`src/rtl/ocm_port_master_if.sv`:
```
// Command, write-data and read-data streams of ocm_port_master.
// The block itself connects through the slave modport; a driver uses master.
interface ocm_port_master_if #(
    parameter int ADDR_W = 7,
    parameter int DATA_W = 64
);
    logic                  cmd_valid;
    logic                  cmd_ready;
    logic                  cmd_write;
    logic [ADDR_W-1:0]     cmd_addr;
    logic [ADDR_W:0]       cmd_len;
    logic [DATA_W/8-1:0]   cmd_be;
    logic                  wr_valid;
    logic                  wr_ready;
    logic [DATA_W-1:0]     wr_data;
    logic                  rd_valid;
    logic                  rd_ready;
    logic [DATA_W-1:0]     rd_data;

    modport slave (
        input  cmd_valid, cmd_write, cmd_addr, cmd_len, cmd_be, wr_valid, wr_data, rd_ready,
        output cmd_ready, wr_ready, rd_valid, rd_data
    );

    modport master (
        output cmd_valid, cmd_write, cmd_addr, cmd_len, cmd_be, wr_valid, wr_data, rd_ready,
        input  cmd_ready, wr_ready, rd_valid, rd_data
    );
endinterface

```
`src/rtl/ocm_port_master.sv`:
```
// Streaming block read/write engine for one on-chip-memory slave port.
// Define OCM_PORT_MASTER_WRAP_EN to accept blocks that wrap past the top address.
module ocm_port_master #(
    parameter int ADDR_W       = 7,
    parameter int DATA_W       = 64,
    parameter int READ_LATENCY = 1
) (
    input  logic                clk_clk,
    input  logic                reset_reset,
    ocm_port_master_if.slave    st,
    output logic                busy,
    output logic                done,
    output logic                err,
    output logic [ADDR_W-1:0]   mem_address,
    output logic                mem_chipselect,
    output logic                mem_clken,
    output logic                mem_write,
    output logic [DATA_W-1:0]   mem_writedata,
    output logic [DATA_W/8-1:0] mem_byteenable,
    input  logic [DATA_W-1:0]   mem_readdata
);
    localparam int BE_W = DATA_W / 8;

    typedef enum logic [1:0] {IDLE, WRITE, READ, DRAIN} state_t;

    state_t              state, state_nxt;
    logic [ADDR_W-1:0]   addr_ptr;
    logic [ADDR_W:0]     remaining;
    logic [BE_W-1:0]     be_q;
    logic                err_q;
    logic [READ_LATENCY:1] vld_pipe;
    logic [2:0]          inflight;
    logic [DATA_W-1:0]   fifo [4];
    logic [1:0]          wr_ptr, rd_ptr;
    logic [2:0]          fifo_cnt;
    logic                accept, reject, range_bad;
    logic                wr_beat, rd_issue, push, pop;

`ifdef OCM_PORT_MASTER_WRAP_EN
    assign range_bad = 1'b0;
`else
    logic [ADDR_W+1:0] end_addr;
    assign end_addr  = {2'b00, st.cmd_addr} + {1'b0, st.cmd_len};
    // end_addr > 2^ADDR_W
    assign range_bad = end_addr[ADDR_W+1] | (end_addr[ADDR_W] & (|end_addr[ADDR_W-1:0]));
`endif

    always_comb begin
        inflight = '0;
        for (int i = 1; i <= READ_LATENCY; i++)
            inflight = inflight + {2'b00, vld_pipe[i]};
    end

    always_ff @(posedge clk_clk) begin
        if (reset_reset) state <= IDLE;
        else             state <= state_nxt;
    end

    always_comb begin
        state_nxt    = state;
        st.cmd_ready = 1'b0;
        st.wr_ready  = 1'b0;
        accept       = 1'b0;
        reject       = 1'b0;
        wr_beat      = 1'b0;
        rd_issue     = 1'b0;
        done         = 1'b0;
        if (!reset_reset) begin
            case (state)
                IDLE: begin
                    st.cmd_ready = 1'b1;
                    if (st.cmd_valid) begin
                        if (st.cmd_len == '0 || range_bad) begin
                            reject = 1'b1;
                        end else begin
                            accept    = 1'b1;
                            state_nxt = st.cmd_write ? WRITE : READ;
                        end
                    end
                end
                WRITE: begin
                    // remaining==0 here is the done cycle after the last beat
                    if (remaining == '0) begin
                        done      = 1'b1;
                        state_nxt = IDLE;
                    end else begin
                        st.wr_ready = 1'b1;
                        wr_beat     = st.wr_valid;
                    end
                end
                READ: begin
                    // credit: never more than 4 words between issue and pop
                    rd_issue = (remaining != '0) && ((fifo_cnt + inflight) < 3'd4);
                    if (rd_issue && remaining == 1) state_nxt = DRAIN;
                end
                DRAIN: begin
                    if (inflight == '0 && fifo_cnt == '0) begin
                        done      = 1'b1;
                        state_nxt = IDLE;
                    end
                end
                default: state_nxt = IDLE;
            endcase
        end
    end

    assign busy           = (state != IDLE) && !reset_reset;
    assign err            = err_q && !reset_reset;
    assign mem_clken      = !reset_reset;
    assign mem_chipselect = wr_beat | rd_issue;
    assign mem_write      = wr_beat;
    assign mem_address    = (wr_beat | rd_issue) ? addr_ptr : '0;
    assign mem_writedata  = wr_beat ? st.wr_data : '0;
    assign mem_byteenable = wr_beat ? be_q : (rd_issue ? '1 : '0);

    assign push       = vld_pipe[READ_LATENCY];
    assign st.rd_valid = (fifo_cnt != '0) && !reset_reset;
    assign st.rd_data  = fifo[rd_ptr];
    assign pop        = st.rd_valid && st.rd_ready;

    always_ff @(posedge clk_clk) begin
        if (reset_reset) begin
            addr_ptr  <= '0;
            remaining <= '0;
            be_q      <= '0;
            err_q     <= 1'b0;
            vld_pipe  <= '0;
            wr_ptr    <= '0;
            rd_ptr    <= '0;
            fifo_cnt  <= '0;
        end else begin
            err_q <= reject;
            if (accept) begin
                addr_ptr  <= st.cmd_addr;
                remaining <= st.cmd_len;
                be_q      <= st.cmd_be;
            end else if (wr_beat || rd_issue) begin
                addr_ptr  <= addr_ptr + 1'b1;
                remaining <= remaining - 1'b1;
            end
            vld_pipe[1] <= rd_issue;
            for (int i = 2; i <= READ_LATENCY; i++) vld_pipe[i] <= vld_pipe[i-1];
            if (push) wr_ptr <= wr_ptr + 1'b1;
            if (pop)  rd_ptr <= rd_ptr + 1'b1;
            case ({push, pop})
                2'b10:   fifo_cnt <= fifo_cnt + 1'b1;
                2'b01:   fifo_cnt <= fifo_cnt - 1'b1;
                default: fifo_cnt <= fifo_cnt;
            endcase
        end
    end

    always_ff @(posedge clk_clk) begin
        if (push) fifo[wr_ptr] <= mem_readdata;
    end
endmodule
```
`src/flat_wrapper.sv`:
```
// flat-port wrapper written by rule: the top's interface ports become plain ports
module ocm_port_master_flat 
#(
    parameter int ADDR_W       = 7,
    parameter int DATA_W       = 64,
    parameter int READ_LATENCY = 1
)
  (clk_clk, reset_reset, busy, done, err, mem_address, mem_chipselect, mem_clken, mem_write, mem_writedata, mem_byteenable, mem_readdata, st_cmd_valid, st_cmd_write, st_cmd_addr, st_cmd_len, st_cmd_be, st_wr_valid, st_wr_data, st_rd_ready, st_cmd_ready, st_wr_ready, st_rd_valid, st_rd_data);
  ocm_port_master_if #(.ADDR_W(ADDR_W), .DATA_W(DATA_W)) st_i ();
  input  logic clk_clk;
  input  logic reset_reset;
  output logic busy;
  output logic done;
  output logic err;
  output logic [ADDR_W-1:0] mem_address;
  output logic mem_chipselect;
  output logic mem_clken;
  output logic mem_write;
  output logic [DATA_W-1:0] mem_writedata;
  output logic [DATA_W/8-1:0] mem_byteenable;
  input  logic [DATA_W-1:0] mem_readdata;
  input wire logic [$bits(st_i.cmd_valid)-1:0] st_cmd_valid;
  input wire logic [$bits(st_i.cmd_write)-1:0] st_cmd_write;
  input wire logic [$bits(st_i.cmd_addr)-1:0] st_cmd_addr;
  input wire logic [$bits(st_i.cmd_len)-1:0] st_cmd_len;
  input wire logic [$bits(st_i.cmd_be)-1:0] st_cmd_be;
  input wire logic [$bits(st_i.wr_valid)-1:0] st_wr_valid;
  input wire logic [$bits(st_i.wr_data)-1:0] st_wr_data;
  input wire logic [$bits(st_i.rd_ready)-1:0] st_rd_ready;
  output wire logic [$bits(st_i.cmd_ready)-1:0] st_cmd_ready;
  output wire logic [$bits(st_i.wr_ready)-1:0] st_wr_ready;
  output wire logic [$bits(st_i.rd_valid)-1:0] st_rd_valid;
  output wire logic [$bits(st_i.rd_data)-1:0] st_rd_data;
  assign st_i.cmd_valid = st_cmd_valid;
  assign st_i.cmd_write = st_cmd_write;
  assign st_i.cmd_addr = st_cmd_addr;
  assign st_i.cmd_len = st_cmd_len;
  assign st_i.cmd_be = st_cmd_be;
  assign st_i.wr_valid = st_wr_valid;
  assign st_i.wr_data = st_wr_data;
  assign st_i.rd_ready = st_rd_ready;
  assign st_cmd_ready = st_i.cmd_ready;
  assign st_wr_ready = st_i.wr_ready;
  assign st_rd_valid = st_i.rd_valid;
  assign st_rd_data = st_i.rd_data;
  ocm_port_master #(.ADDR_W(ADDR_W), .DATA_W(DATA_W), .READ_LATENCY(READ_LATENCY)) u_core (.clk_clk(clk_clk), .reset_reset(reset_reset), .st(st_i), .busy(busy), .done(done), .err(err), .mem_address(mem_address), .mem_chipselect(mem_chipselect), .mem_clken(mem_clken), .mem_write(mem_write), .mem_writedata(mem_writedata), .mem_byteenable(mem_byteenable), .mem_readdata(mem_readdata));
endmodule
```
`config.mk`:
```
export PLATFORM = sky130hd
export DESIGN_NAME = ocm_port_master_flat
export DESIGN_NICKNAME = d
export VERILOG_FILES = /design/src/rtl/ocm_port_master_if.sv /design/src/rtl/ocm_port_master.sv /design/src/flat_wrapper.sv
export SDC_FILE = /design/constraint.sdc
export NUM_CORES = 1
export LEC_CHECK = 0
export BUFFER_PORTS_ARGS = -buffer_cell sky130_fd_sc_hd__buf_2
export CAP_MARGIN = 10
export CORE_MARGIN = 4
export CORE_UTILIZATION = 44
export DETAILED_ROUTE_END_ITERATION = 8
export PLACE_DENSITY = 0.81
export SLEW_MARGIN = 20
export SYNTH_ARGS = -nofsm -noshare
export SYNTH_HDL_FRONTEND = slang
export SYNTH_SLANG_ARGS = --single-unit
export TNS_END_PERCENT = 1
```
`constraint.sdc`:
```
create_clock -name clk_clk -period 2.65 [get_ports clk_clk]
set_clock_uncertainty 0.1 [all_clocks]
set_input_delay 0.3975 -clock clk_clk [delete_from_list [all_inputs] [get_ports clk_clk]]
set_output_delay 0.3975 -clock clk_clk [all_outputs]
set_load 0.05 [all_outputs]
```
### Word-level counts from Yosys, hierarchy flattened

Memories as Yosys holds them, arrays and structs flattened. A register that Yosys moved wholly into a read port is not among the register bits.
Cells that the tools add are included.

* register bits after elaboration: 34
* latch bits: 0
* memory bits (writable): 256
* bits in read-only memories: 0
* input bits: 157
* output and inout bits: 152
* word-level logic and storage cells: 97
* memories kept: 1

* $add $sub $neg: 8
* $mul: 0
* divide/modulo/power cells: 0
* $lt $le $gt $ge: 1
* equality and inequality tests: 11
* shifts and indexed selects: 0
* mux-type cells: 39
* bitwise gates (word level): 5
* reductions and logical operators: 23

Memories
* u_core.fifo: words 4, width 64, rd ports 1, clocked after Yosys merged registers in 1, write ports 1, line ocm_port_master.sv:33 `logic [DATA_W-1:0] fifo [4];`

Operators by type and width (number)
* $mux W64: 1
* $mux W8: 4
* $mux W7: 3
* $mux W1: 20
* $logic_not A8 Y1: 2
* $mux W2: 8
* $add A7 B8 Y9: 1
* $eq A8 B1 Y1 const B: 1
* $pmux W2 S4: 1
* $reduce_bool A8 Y1: 1
* $sub A8 B1 Y8 const B: 1
* $add A7 B1 Y7 const B: 1
* $logic_and A1 B1 Y1: 7
* $reduce_or A7 Y1: 1
* $eq A2 B2 Y1 const B: 3
* $logic_not A3 Y1: 2
* $ne A2 B1 Y1 const B: 3
* $pmux W3 S2: 1
* $reduce_bool A2 Y1: 3
* $reduce_and A5 Y1: 1
* $add A2 B1 Y2 const B: 2
* $eq A2 B1 Y1 const B: 2
* $ne A2 B2 Y1 const B: 2
* $add A3 B1 Y3: 1
* other kinds (12): 15

### Depth between registers and ports, before layout

Gate-level depths: netlist (run 1).

* depth in word-level cells: 10
* mapped depth: 11
* depth with buffers taken out: 9

### Worst setup path before layout (run 1)

OpenSTA, ideal clock, no wires.

* path kind: reg-to-output
* start point: register u_core.remaining[0]
* end point: output port mem_address[0]
* data arrival time: 2.465 ns
* data required time: 2.152 ns
* setup slack: -0.312 ns
* cell stages (with the launch flop): 8
* buffers on the path: 2
* path through: dfxtp_1 -> inv_1 -> ha_1 -> a31o_2 -> a21oi_1 -> clkbuf_1 -> clkbuf_1 -> and2_1

* cells in the longest elaborated chain, start to end: 6
* elaborated cells between the ends (all ways): 10
* classes of those cells: mux: 6; bitwise: 1; reduce/logical: 3

Ends and longest elaborated chain
* start, declared: line ocm_port_master.sv:28 `logic [ADDR_W:0] remaining;`
* start signal, assigned: line ocm_port_master.sv:135 `remaining <= st.cmd_len;`
* start signal, assigned: line ocm_port_master.sv:139 `remaining <= remaining - 1'b1;`
* $logic_not A8 Y1 or $reduce_bool A8 Y1 (tied branches): line ocm_port_master.sv:83, ocm_port_master.sv:93
* $mux W1 or $logic_and A1 B1 Y1 (tied branches): line ocm_port_master.sv:83, ocm_port_master.sv:93
* $mux W1: line ocm_port_master.sv:69 `case (state)`
* $mux W1: line ocm_port_master.sv:68 `if (!reset_reset) begin`
* $or A1 B1 Y1 *
* named net mem_chipselect: line flat_wrapper.sv:16 `output logic mem_chipselect;`
* $mux W7 *: line ocm_port_master.sv:112 `assign mem_address = (wr_beat | rd_issue) ? addr_ptr : '0;`
* end, declared: line flat_wrapper.sv:15 `output logic [ADDR_W-1:0] mem_address;`

The timed path passes the listed nets; every way through them passes the cells marked *.

### Worst setup path after layout (run 1)

* start point: register u_core.remaining[0]
* end point: output port mem_writedata[58]

* cells in the longest elaborated chain, start to end: 5

Ends and longest elaborated chain
* $logic_not A8 Y1: line ocm_port_master.sv:83 `if (remaining == '0) begin`
* $mux W1: line ocm_port_master.sv:83
* $mux W1: line ocm_port_master.sv:69
* $mux W1: line ocm_port_master.sv:68
* $mux W64: line ocm_port_master.sv:113 `assign mem_writedata = wr_beat ? st.wr_data : '0;`
* end, declared: line flat_wrapper.sv:19 `output logic [DATA_W-1:0] mem_writedata;`

No other way between the ends.

==> results.txt, run 1 <==
----------------------------------------------------
[CTS]
  Worst skew pair latency ... 0.55 ns
  Maximum number of buffers from clock root to sink ... 3
  H-tree lvl count ... 1
  Cell at the root of the clock tree ... clkbuf_16
  Total clock buffers created by CTS ... 30
  TritonCTS clock tree ... done
  Clock transition time at the flip-flop clock pins of the worst setup and hold paths ... 0.06 ns
  Number of sinks driven by the clock tree ... 292

[Detailed routing]
  DRC ... 0
  First DRT Iteration DRCs ... 481
  WL/cell ... 22.2 µm
  Routed vias ... 7802
  Routed vias/inst ... 5.19
  Number of antenna-violating nets in the routed design ... 0
  Total wirelength of the detailed-routed design ... 33300 µm
  Initial DRT Pass Iterations ... 5

[Logic synthesis]
  Post-Syn Instances ... 699
  Count of flip-flops with a built-in enable after synthesis ... 256
  Total of flip-flops plus latches after synthesis ... 292
  Net count of the mapped netlist ... 874
  Proportion of register bits with asynchronous set or reset after synthesis ... 0
  Ranking of synthesized cells by instance count ... edfxtp_1, and2_1, mux4_2, nor2_1, dfxtp_1
  Most frequent cell after synthesis ... edfxtp_1
  Most used flip-flop cell after synthesis ... edfxtp_1
  Mean area per synthesized cell ... 17.2 µm²
  Area of the mapped netlist ... 12000 µm²
  Post-synth cell types ... 57
  Biggest area contributors in the synthesized netlist ... edfxtp_1, mux4_2, dfxtp_1, and2_1, ha_1
  Count of synthesis-stage warnings from yosys ... 0
  Register area share after synthesis ... 0.700
  Cell accounting for the most synthesized area ... edfxtp_1
  Area share of the largest cell type after synthesis ... 0.640

[GRT]
  First-pass GRT wire length ... 50100 µm
  GR Overflow Total ... 0
  All-Layer GR Usage ... 0.215
  Vias in the first global route ... 8265
  Number of antenna violations at the first check in global routing ... 3
  Largest net degree at the start of global routing ... 38

[Worst setup path]
  Arr. time, crit path ... 2.14 ns
  CP Class ... register to output pin
  R2R cell count ... 9
  R2r endpoint ... u_core.fifo_cnt[2]
  Slack of the worst reg-to-reg path ... 0.42 ns
  Critical path required time ... 2.15 ns
  Critical path fanouts, max ... 18
  FF-to-FF Start ... u_core.fifo_cnt[0]
  Startpoint types ... register
  Endpoint class of the critical path ... output pin

[Finish]
  Number of non-filler instances in the completed layout ... 1503
  Layout overhead on the synthesized area ... 40.8%
  Fraction of final layout cells sized beyond drive strength 1 ... 0.454
  Final net count ... 1310
  Post-route design area ... 16900 µm²
  Filler cell count in the final layout ... 1948
  Final core area utilization ... 0.629

[Die]
  Core Area ... 26900 µm²
  Standard-cell row count ... 60
  Horizontal die dimension ... 173 µm
  Total die area ... 30000 µm²
  Starting utilization of the core area ... 0.447
  I/O pin count ... 309
  Die extent in y ... 173 µm

[Placement]
  Count of input and output buffers ... 308
  Detailed-placement wirelength estimate ... 22500 µm
  Number of cells after detailed placement ... 1364
  Total placed instance area ... 14400 µm²
  Pre-CTS setup slack ... -0.382 ns
  Gpl congestion ... 0.923

[STA]
  Hold slack final ... 0.0378 ns
  Fmax ... 379 MHz
  Setup TNS after final layout ... 0 ns
  Post-route setup slack ... 0.0119 ns
  Setup repair after global routing missed its margin ... yes
  Transition time at the pin with the least slew margin ... 0.487 ns
  Number of pins exceeding their max-slew limit in the final report ... 0
  Final number of hold-violating endpoints ... 0
  Final period demand of the worst path ... 2.64 ns
  Setup Viol. Count Final ... 0
  Worst rel slew slack ... 0.675
  Final period util ... 0.995

[Hold path]
  Hold wc startpoint ... st_cmd_addr[6]
  Cell depth of the worst hold path ... 3
  Worst hold-check path type ... input port to register
  Terminating pin of the worst hold path ... u_core.addr_ptr[6]

[Power]
  Post-layout total power ... 10.1 mW
  Leakage component of the power ... 6.33 nW
  IR drop worst, VDD ... 0.000499 V
  Power per standard cell area ... 598 nW/µm²

[Status]
  Result of the run ... finished, final reports clean

[Job]
  Max-cap violations ... 0

----------------------------------------------------
cell families after synthesis:
logic type | Yosys count | share of synthesized area
buffers and inverters | 52 | 0.0183
and+or+nand+nor | 192 | 0.0856
adders and majority gates | 18 | 0.0200
muxes | 81 | 0.134
xor gates and xnor gates | 15 | 0.0109
AOI/OAI and AO/OA | 49 | 0.0307
DFF | 292 | 0.700
worst max path at each step:
stage / startpoint / end / slack, ns / cells after the start
floorplan: reset_reset / u_core.fifo_cnt[2] / -0.19 / 9
global placement: st_cmd_len[0] / u_core.addr_ptr[4] / -0.33 / 11
detailed placement: st_cmd_len[0] / u_core.be_q[3] / -0.38 / 11
CTS: u_core.remaining[0] / mem_writedata[49] / -0.01 / 8
global route: u_core.remaining[0] / mem_byteenable[0] / -0.09 / 9
finish: u_core.remaining[0] / mem_writedata[58] / 0.01 / 8
cells in the final DEF (no fill, tap or decap), drive strengths merged, types with 5 or more instances in the layout:
master	Yosys	routed
inv	15	17
clkinvlp	0	5
mux2i	16	16
mux4	64	64
nor3	8	8
xnor2	9	9
ha	16	16
nand2	32	32
o21ai	7	7
clkbuf	24	44
nand3	8	8
buf	12	362
nor4	5	5
and2	77	77
clkinv	1	10
dlygate4sd3	0	72
edfxtp	256	256
nor2	37	37
dfxtp	36	36
a21oi	14	14
xor2	6	6
metal layers:
layer,routed length (µm),global-route usage
met2,17300,0.375
met4,1320,0.0791
met3,2630,0.0665
met5,0,0
met1,12000,0.251
layout make-up:
type	instances	area, µm²	area share
diodes	3	7.51	0.000444
multi-input cells	355	3520	0.208
clock buffers	38	781	0.0462
clock inverters	18	163	0.00962
flip-flops and latches	292	8420	0.498
inverters	16	62.6	0.00370
well taps	341	427	0.0252
repair buffers	440	3520	0.208
timing repair:
action,CTS,global route
cloned,2,0
hold buffers,72,0
pin swaps,2,14
buffers inserted,6,0
endpoints found under the hold margin,264,0
setup endpoints to repair,93,125
gates resized for setup,131,107
registers in the layout, summed over array words and instances, names as in the netlist, named ones only:
signal / flops
u_core.fifo: 256
u_core.be_q: 8
u_core.remaining: 8
u_core.addr_ptr: 7
u_core.fifo_cnt: 3
u_core.rd_ptr: 2
u_core.state: 2
u_core.wr_ptr: 2
u_core.err_q: 1
u_core.push: 1
where the power goes:
| part | switching, mW | internal [mW] |
|---|---|---|
| Sequential | 0.0442 | 5.05 |
| Combinational | 0.582 | 0.465 |
| Clock | 1.68 | 2.29 |
| Total | 2.30 | 7.81 |
worst max-delay path: stages, from the launching register on:
cell	delay (ns)
dfxtp_2	0.35
inv_4	0.05
ha_4	0.17
a31o_4	0.25
nor2_4	0.14
buf_12	0.15
buf_16	0.15
and2_1	0.15
buf_6	0.18
Note: power is estimated with default switching activity, not from simulation.
==> run 2, diff against run 1 <==
--- a/config.mk
+++ b/config.mk
@@ -7,10 +7,10 @@
 export LEC_CHECK = 0
 export BUFFER_PORTS_ARGS = -buffer_cell sky130_fd_sc_hd__buf_2
 export CAP_MARGIN = 10
-export CORE_MARGIN = 4
+export CORE_MARGIN = 2
 export CORE_UTILIZATION = 44
 export DETAILED_ROUTE_END_ITERATION = 8
-export PLACE_DENSITY = 0.81
+export PLACE_DENSITY = 0.78
 export SLEW_MARGIN = 20
 export SYNTH_ARGS = -nofsm -noshare
 export SYNTH_HDL_FRONTEND = slang
==> constraint.sdc (replaced) <==
create_clock -name clk_clk -period 2.6 [get_ports clk_clk]
set_clock_uncertainty 0.1 [all_clocks]
set_input_delay 0.39 -clock clk_clk [delete_from_list [all_inputs] [get_ports clk_clk]]
set_output_delay 0.39 -clock clk_clk [all_outputs]
set_load 0.05 [all_outputs]
==> results.txt, run 2 (synthesized netlist as in run 1, its figures left out) <==
----------------------------------------------------
[GRT]
  Number of antenna violations at the first check in global routing ... 5 (+2)
  All-Layer GR Usage ... 0.219 (+0.00475)
  Largest net degree at the start of global routing ... 38 (unchanged)
  GR Overflow Total ... 0 (unchanged)
  First-pass GRT wire length ... 47600 µm (-5.0%)
  Vias in the first global route ... 8262 (-0.036%)

[STA]
  Setup TNS after final layout ... -0.443 ns (-0.443 ns)
  Transition time at the pin with the least slew margin ... 0.488 ns (+0.00109 ns)
  Worst rel slew slack ... 0.675 (-0.000725)
  Final period util ... 1.02
  Post-route setup slack ... -0.0422 ns (-0.0542 ns)
  Setup Viol. Count Final ... 31 (+31)
  Final number of hold-violating endpoints ... 0 (unchanged)
  Final period demand of the worst path ... 2.64 ns
  Setup repair after global routing missed its margin ... yes
  Fmax ... 378 MHz
  Hold slack final ... 0.0299 ns (-0.00792 ns)
  Number of pins exceeding their max-slew limit in the final report ... 0 (unchanged)

[CTS]
  Worst skew pair latency ... 0.54 ns (about the same)
  Maximum number of buffers from clock root to sink ... 3 (unchanged)
  Clock transition time at the flip-flop clock pins of the worst setup and hold paths ... 0.07 ns (about the same)
  Total clock buffers created by CTS ... 29 (-3.3%)
  Cell at the root of the clock tree ... clkbuf_16
  TritonCTS clock tree ... done
  Number of sinks driven by the clock tree ... 292 (unchanged)
  H-tree lvl count ... 1 (unchanged)

[Die]
  Total die area ... 28600 µm² (-4.6%)
  Starting utilization of the core area ... 0.447 (unchanged)
  Horizontal die dimension ... 169 µm (-2.3%)
  I/O pin count ... 309 (unchanged)
  Standard-cell row count ... 60 (unchanged)
  Core Area ... 26900 µm² (unchanged)
  Die extent in y ... 169 µm (-2.3%)

[Worst setup path]
  Critical path's top delay family ... buffers and inverters
  Worst Setup SP ... u_core.remaining[0]
  Arr. time, crit path ... 2.15 ns (about the same)
  Max stage delay on crit path ... 0.37 ns (+0.02 ns)
  CP Class ... register to output pin
  Critical path fanouts, max ... 10 (-8)
  Endpoint class of the critical path ... output pin
  Ordered list of cells on the worst path ... inv_4, ha_4, a31o_4, nor2_4, buf_8, buf_12, and2_1, buf_6
  Max stage delay cell, worst path ... dfxtp_4
  Startpoint types ... register
  Number of buffers and inverters on the critical path ... 4 (unchanged)
  FF-to-FF Start ... u_core.fifo_cnt[0]
  Critical path required time ... 2.11 ns (-0.04 ns)

[Finish]
  Number of non-filler instances in the completed layout ... 1503 (unchanged)
  Final net count ... 1309 (-0.076%)
  Largest register by flop count ... u_core.fifo
  Registers with the most flip-flops ... u_core.fifo: 256 flops, u_core.be_q: 8 flops, u_core.remaining: 8 flops
  Highest-count cells in the layout ignoring fill and taps ... edfxtp_1, buf_2, dlygate4sd3_1
  Fraction of final layout cells sized beyond drive strength 1 ... 0.489 (+0.0354)
  Number of flip-flops in the largest register ... 256 (unchanged)
  Leading cell type in the layout, fill and taps excluded ... edfxtp_1
  Layout overhead on the synthesized area ... 43.2%

[Detailed routing]
  Routed vias ... 7955 (+2.0%)
  WL/cell ... 21.9 µm (-1.4%)
  Routed vias/inst ... 5.29 (+2.0%)
  Initial DRT Pass Iterations ... 5 (unchanged)
  DRC ... 0 (unchanged)
  Number of antenna-violating nets in the routed design ... 0 (unchanged)
  First DRT Iteration DRCs ... 589 (+22%)
  Total wirelength of the detailed-routed design ... 32900 µm (-1.4%)

[Power]
  Power per standard cell area ... 619 nW/µm² (+3.6%)
  NetSw ... 2.39 mW (+3.8%)
  Switching share of power ... 0.224 (-0.00342)
  Proportion of power drawn by combinational gates ... 0.098 (-0.006)
  Sequential fraction of design power ... 0.489 (-0.015)
  Clock network fraction of design power ... 0.413 (+0.021)
  IR drop worst, VDD ... 0.000438 V (-12%)
  Internal power ... 8.26 mW (+5.8%)
  Leakage component of the power ... 6.45 nW (+2.0%)

[Placement]
  Detailed-placement wirelength estimate ... 21100 µm (-6.4%)
  Gpl congestion ... 0.931 (+0.82%)
  Count of input and output buffers ... 308 (unchanged)
  Number of cells after detailed placement ... 1362 (-0.15%)

[Job]
  Max-cap violations ... 0 (unchanged)

[Status]
  Result of the run ... complete, but fails checks
  Violations in the final reports ... negative setup slack

[Hold path]
  Worst hold-check path type ... input port to register
  Hold wc startpoint ... st_cmd_valid

----------------------------------------------------
-- run 2: power by group through the flow --
stage	combinational, mW	sequential, mW	clock, mW
after global placement	0.849	5.29	0
after CTS	1.01	5.20	4.48
after global routing	1.12	5.21	4.66
after detailed placement	0.863	5.29	0
final	1.05	5.20	4.40
after floorplan	0.527	5.28	0
-- run 2: metal layers --
metal  wire (µm)  share of wire  global-route usage  vias up
met5           0              0                   0        -
met4        1240          0.038              0.0832        0
met3        2870          0.087              0.0571       54
met2       16700           0.51               0.383      360
met1       12000           0.37               0.262     3952
li1            -              -                   -     3589
-- run 2: repair_timing --
action                                 4_1_cts  5_1_grt
pin swaps                                    2       39
endpoints found under the hold margin      265        0
hold buffers                                73        0
gates cloned                                 2        3
resized for setup                          169      117
setup endpoints to repair                  134       86
buffers inserted                             4        0
-- run 2: worst paths after layout --
path,to,slack (ns),depth (start not counted)
worst max-delay path,mem_writedata[36],-0.04,8
worst min-delay path,u_core.state[0],0.03,3
worst max register to register,u_core.fifo_cnt[2],0.39,9
worst min register to register,u_core.be_q[2],0.41,2
-- run 2: worst min-delay path, delay by kind of cell --
| kind | cells | cell delay (ns) |
|---|---|---|
| AOI/OAI and AO/OA | 1 | 0.05 |
| and+or+nand+nor | 1 | 0.06 |
| buffers and inverters | 1 | 0.13 |
-- run 2: cell type report --
cell class                 count  area (µm²)
antenna                        5        12.5
sequential                   292        8430
multi-input combinational    355        3590
timing repair buffer         440        3650
tap                          341         427
inverter                      16        62.6
clock inverter                23         279
fill                        1860        9680
clock buffer                  31         733
-- run 2: stage by stage --
stage | area, µm² | utilization | setup WS, ns | total power, mW
5_1_grt | 17200 | 0.640 | -0.0991 | 11.0
4_1_cts | 16700 | 0.623 | -0.0643 | 10.7
2_1_floorplan | 12000 | - | -0.233 | 5.81
6_report | 17200 | 0.640 | -0.0422 | 10.6
3_3_place_gp | 14400 | 0.535 | -0.386 | 6.14
3_5_place_dp | 14400 | 0.535 | -0.417 | 6.16
==> run 3, diff against run 2 <==
--- a/config.mk
+++ b/config.mk
@@ -7,10 +7,11 @@
 export LEC_CHECK = 0
 export BUFFER_PORTS_ARGS = -buffer_cell sky130_fd_sc_hd__buf_2
 export CAP_MARGIN = 10
+export CORE_ASPECT_RATIO = 0.8
 export CORE_MARGIN = 2
-export CORE_UTILIZATION = 44
+export CORE_UTILIZATION = 53
 export DETAILED_ROUTE_END_ITERATION = 8
-export PLACE_DENSITY = 0.78
+export PLACE_DENSITY = 0.9
 export SLEW_MARGIN = 20
 export SYNTH_ARGS = -nofsm -noshare
 export SYNTH_HDL_FRONTEND = slang
==> results.txt, run 3 (synthesized netlist as in run 1, its figures left out) <==
----------------------------------------------------
[Status]
  Result of the run ... complete, but fails checks
  Violations in the final reports ... negative setup slack

[Worst setup path]
  CP Class ... input port to register
  Path length in cells of the critical path ... 11 (+3)
  Endpoint class of the critical path ... register
  Critical path fanouts, max ... 10 (unchanged)
  Max stage delay on crit path ... 0.47 ns (+0.10 ns)
  Arr. time, crit path ... 3.04 ns (+0.89 ns)
  FF-to-FF Start ... u_core.fifo_cnt[0]
  R2R cell count ... 11 (+2)
  Max stage delay cell, worst path ... or4_1
  Ordered list of cells on the worst path ... buf_2, ha_1, fa_2, a21o_1, a21oi_2, o221ai_1, or4_1, a21oi_4, buf_4, mux2i_1, nor2_1
  Critical path's top delay family ... compound AO/OA/AOI/OAI gates
  Number of buffers and inverters on the critical path ... 2 (-2)
  Critical path required time ... 2.90 ns (+0.79 ns)
  Worst Setup SP ... st_cmd_len[0]
  Startpoint types ... input port

[CTS]
  Cell at the root of the clock tree ... clkbuf_16
  Clock transition time at the flip-flop clock pins of the worst setup and hold paths ... 0.06 ns (about the same)
  Number of sinks driven by the clock tree ... 292 (unchanged)
  H-tree lvl count ... 1 (unchanged)
  Worst skew pair latency ... 0.53 ns (about the same)
  TritonCTS clock tree ... done
  Total clock buffers created by CTS ... 28 (-3.4%)
  Maximum number of buffers from clock root to sink ... 3 (unchanged)

[STA]
  Final number of hold-violating endpoints ... 0 (unchanged)
  Post-route setup slack ... -0.146 ns (-0.103 ns)
  Final period demand of the worst path ... 2.75 ns (+0.103 ns)
  Fmax ... 364 MHz (-3.8%)
  Setup Viol. Count Final ... 77 (+150%)
  Final period util ... 1.06 (+0.0398)
  Transition time at the pin with the least slew margin ... 0.516 ns (+0.0274 ns)
  Worst rel slew slack ... 0.654 (-0.0209)
  Hold slack final ... 0.0465 ns (+0.0166 ns)
  Number of pins exceeding their max-slew limit in the final report ... 0 (unchanged)
  Setup repair after global routing missed its margin ... yes

[GRT]
  All-Layer GR Usage ... 0.288 (+0.0681)
  Largest net degree at the start of global routing ... 43 (+13%)
  Number of antenna violations at the first check in global routing ... 17 (+12)
  Vias in the first global route ... 8464 (+2.4%)
  First-pass GRT wire length ... 50800 µm (+6.7%)
  GR Overflow Total ... 0 (unchanged)

[Die]
  Standard-cell row count ... 49 (-18%)
  Core Area ... 22400 µm² (-17%)
  Total die area ... 23900 µm² (-17%)
  Die extent in y ... 139 µm (-18%)
  Horizontal die dimension ... 172 µm (+1.8%)
  Starting utilization of the core area ... 0.537 (+0.0898)
  I/O pin count ... 309 (unchanged)

[Hold path]
  Cell depth of the worst hold path ... 3 (unchanged)
  Worst hold-check path type ... input port to register
  Hold wc startpoint ... st_cmd_be[1]

[Detailed routing]
  Number of antenna-violating nets in the routed design ... 0 (unchanged)
  Routed vias/inst ... 5.80 (+9.6%)
  DRC ... 0 (unchanged)
  Initial DRT Pass Iterations ... 7 (+2)
  Routed vias ... 8657 (+8.8%)
  First DRT Iteration DRCs ... 798 (+35%)
  Total wirelength of the detailed-routed design ... 38200 µm (+16%)
  WL/cell ... 25.6 µm (+17%)

[Power]
  IR drop worst, VDD ... 0.000455 V (+3.8%)
  Power per standard cell area ... 603 nW/µm² (-2.6%)
  Leakage component of the power ... 6.58 nW (+1.9%)

[Finish]
  Fraction of final layout cells sized beyond drive strength 1 ... 0.496 (+0.00695)
  Largest register by flop count ... u_core.fifo
  Highest-count cells in the layout ignoring fill and taps ... edfxtp_1, buf_2, dlygate4sd3_1
  Registers with the most flip-flops ... u_core.fifo: 256 flops, u_core.be_q: 8 flops, u_core.remaining: 8 flops
  Layout overhead on the synthesized area ... 45.1%
  Leading cell type in the layout, fill and taps excluded ... edfxtp_1
  Final net count ... 1323 (+1.1%)
  Number of flip-flops in the largest register ... 256 (unchanged)
  Filler cell count in the final layout ... 1110 (-40%)
  Final core area utilization ... 0.779 (+0.139)
  Number of non-filler instances in the completed layout ... 1492 (-0.73%)

[Placement]
  Detailed-placement wirelength estimate ... 20300 µm (-3.6%)
  Number of cells after detailed placement ... 1333 (-2.1%)
  Pre-CTS setup slack ... -0.445 ns (-0.0288 ns)
  Gpl congestion ... 0.920 (-1.2%)
  Count of input and output buffers ... 308 (unchanged)

[Job]
  Max-cap violations ... 0 (unchanged)

----------------------------------------------------
run 3: final cells by class:
class | count | area (µm²) | share of cell area
antenna | 17 | 42.5 | 0.00244
clock buffer | 31 | 712 | 0.0409
clock inverter | 20 | 215 | 0.0124
inverter | 16 | 62.6 | 0.00359
multi-input combinational | 356 | 3630 | 0.208
sequential | 292 | 8420 | 0.483
tap | 306 | 383 | 0.0220
timing repair buffer | 454 | 3960 | 0.227
run 3: final timing paths:
path                              end  slack (ns)
hold / removal         u_core.be_q[1]        0.05
setup / recovery       u_core.be_q[3]       -0.15
setup reg to reg   u_core.addr_ptr[6]        0.19
hold reg to reg   u_core.remaining[2]        0.41
run 3: worst min-delay path, cell delays in order:
cell	delay (ns)
buf_2	0.07
mux2i_1	0.07
nor2_1	0.10
run 3: power breakdown:
group          internal (mW)  switching [mW]  leakage [nW]
registers               5.15          0.0512          2.60
clock network           2.38            1.75         0.453
logic                  0.527           0.653          3.53
run 3: layer usage:
| layer | vias to the layer above | wire, µm | global-route usage |
|---|---|---|---|
| met1 | 4320 | 13400 | 0.350 |
| li1 | 3630 | - | - |
| met3 | 151 | 2910 | 0.0525 |
| met5 | - | 0 | 0 |
| met2 | 556 | 19300 | 0.501 |
| met4 | 0 | 2630 | 0.130 |
run 3: repair_timing:
action | 4_1_cts | 5_1_grt
resized for setup | 199 | 164
cloned | 3 | 5
setup endpoints to repair | 112 | 139
setup buffers | 6 | 9
hold endpoints to repair | 260 | 0
hold buffers | 68 | 0
pin swaps | 3 | 44
run 3: through the flow:
step                TNS, ns  total power, mW  instance area, µm²
finish                -5.95             10.5               17400
CTS                  -0.185             10.4               16700
detailed placement    -8.93             6.18               14400
global route         -11.57             10.8               17400
global placement      -8.54             6.16               14400
floorplan             -4.59             5.81               12000
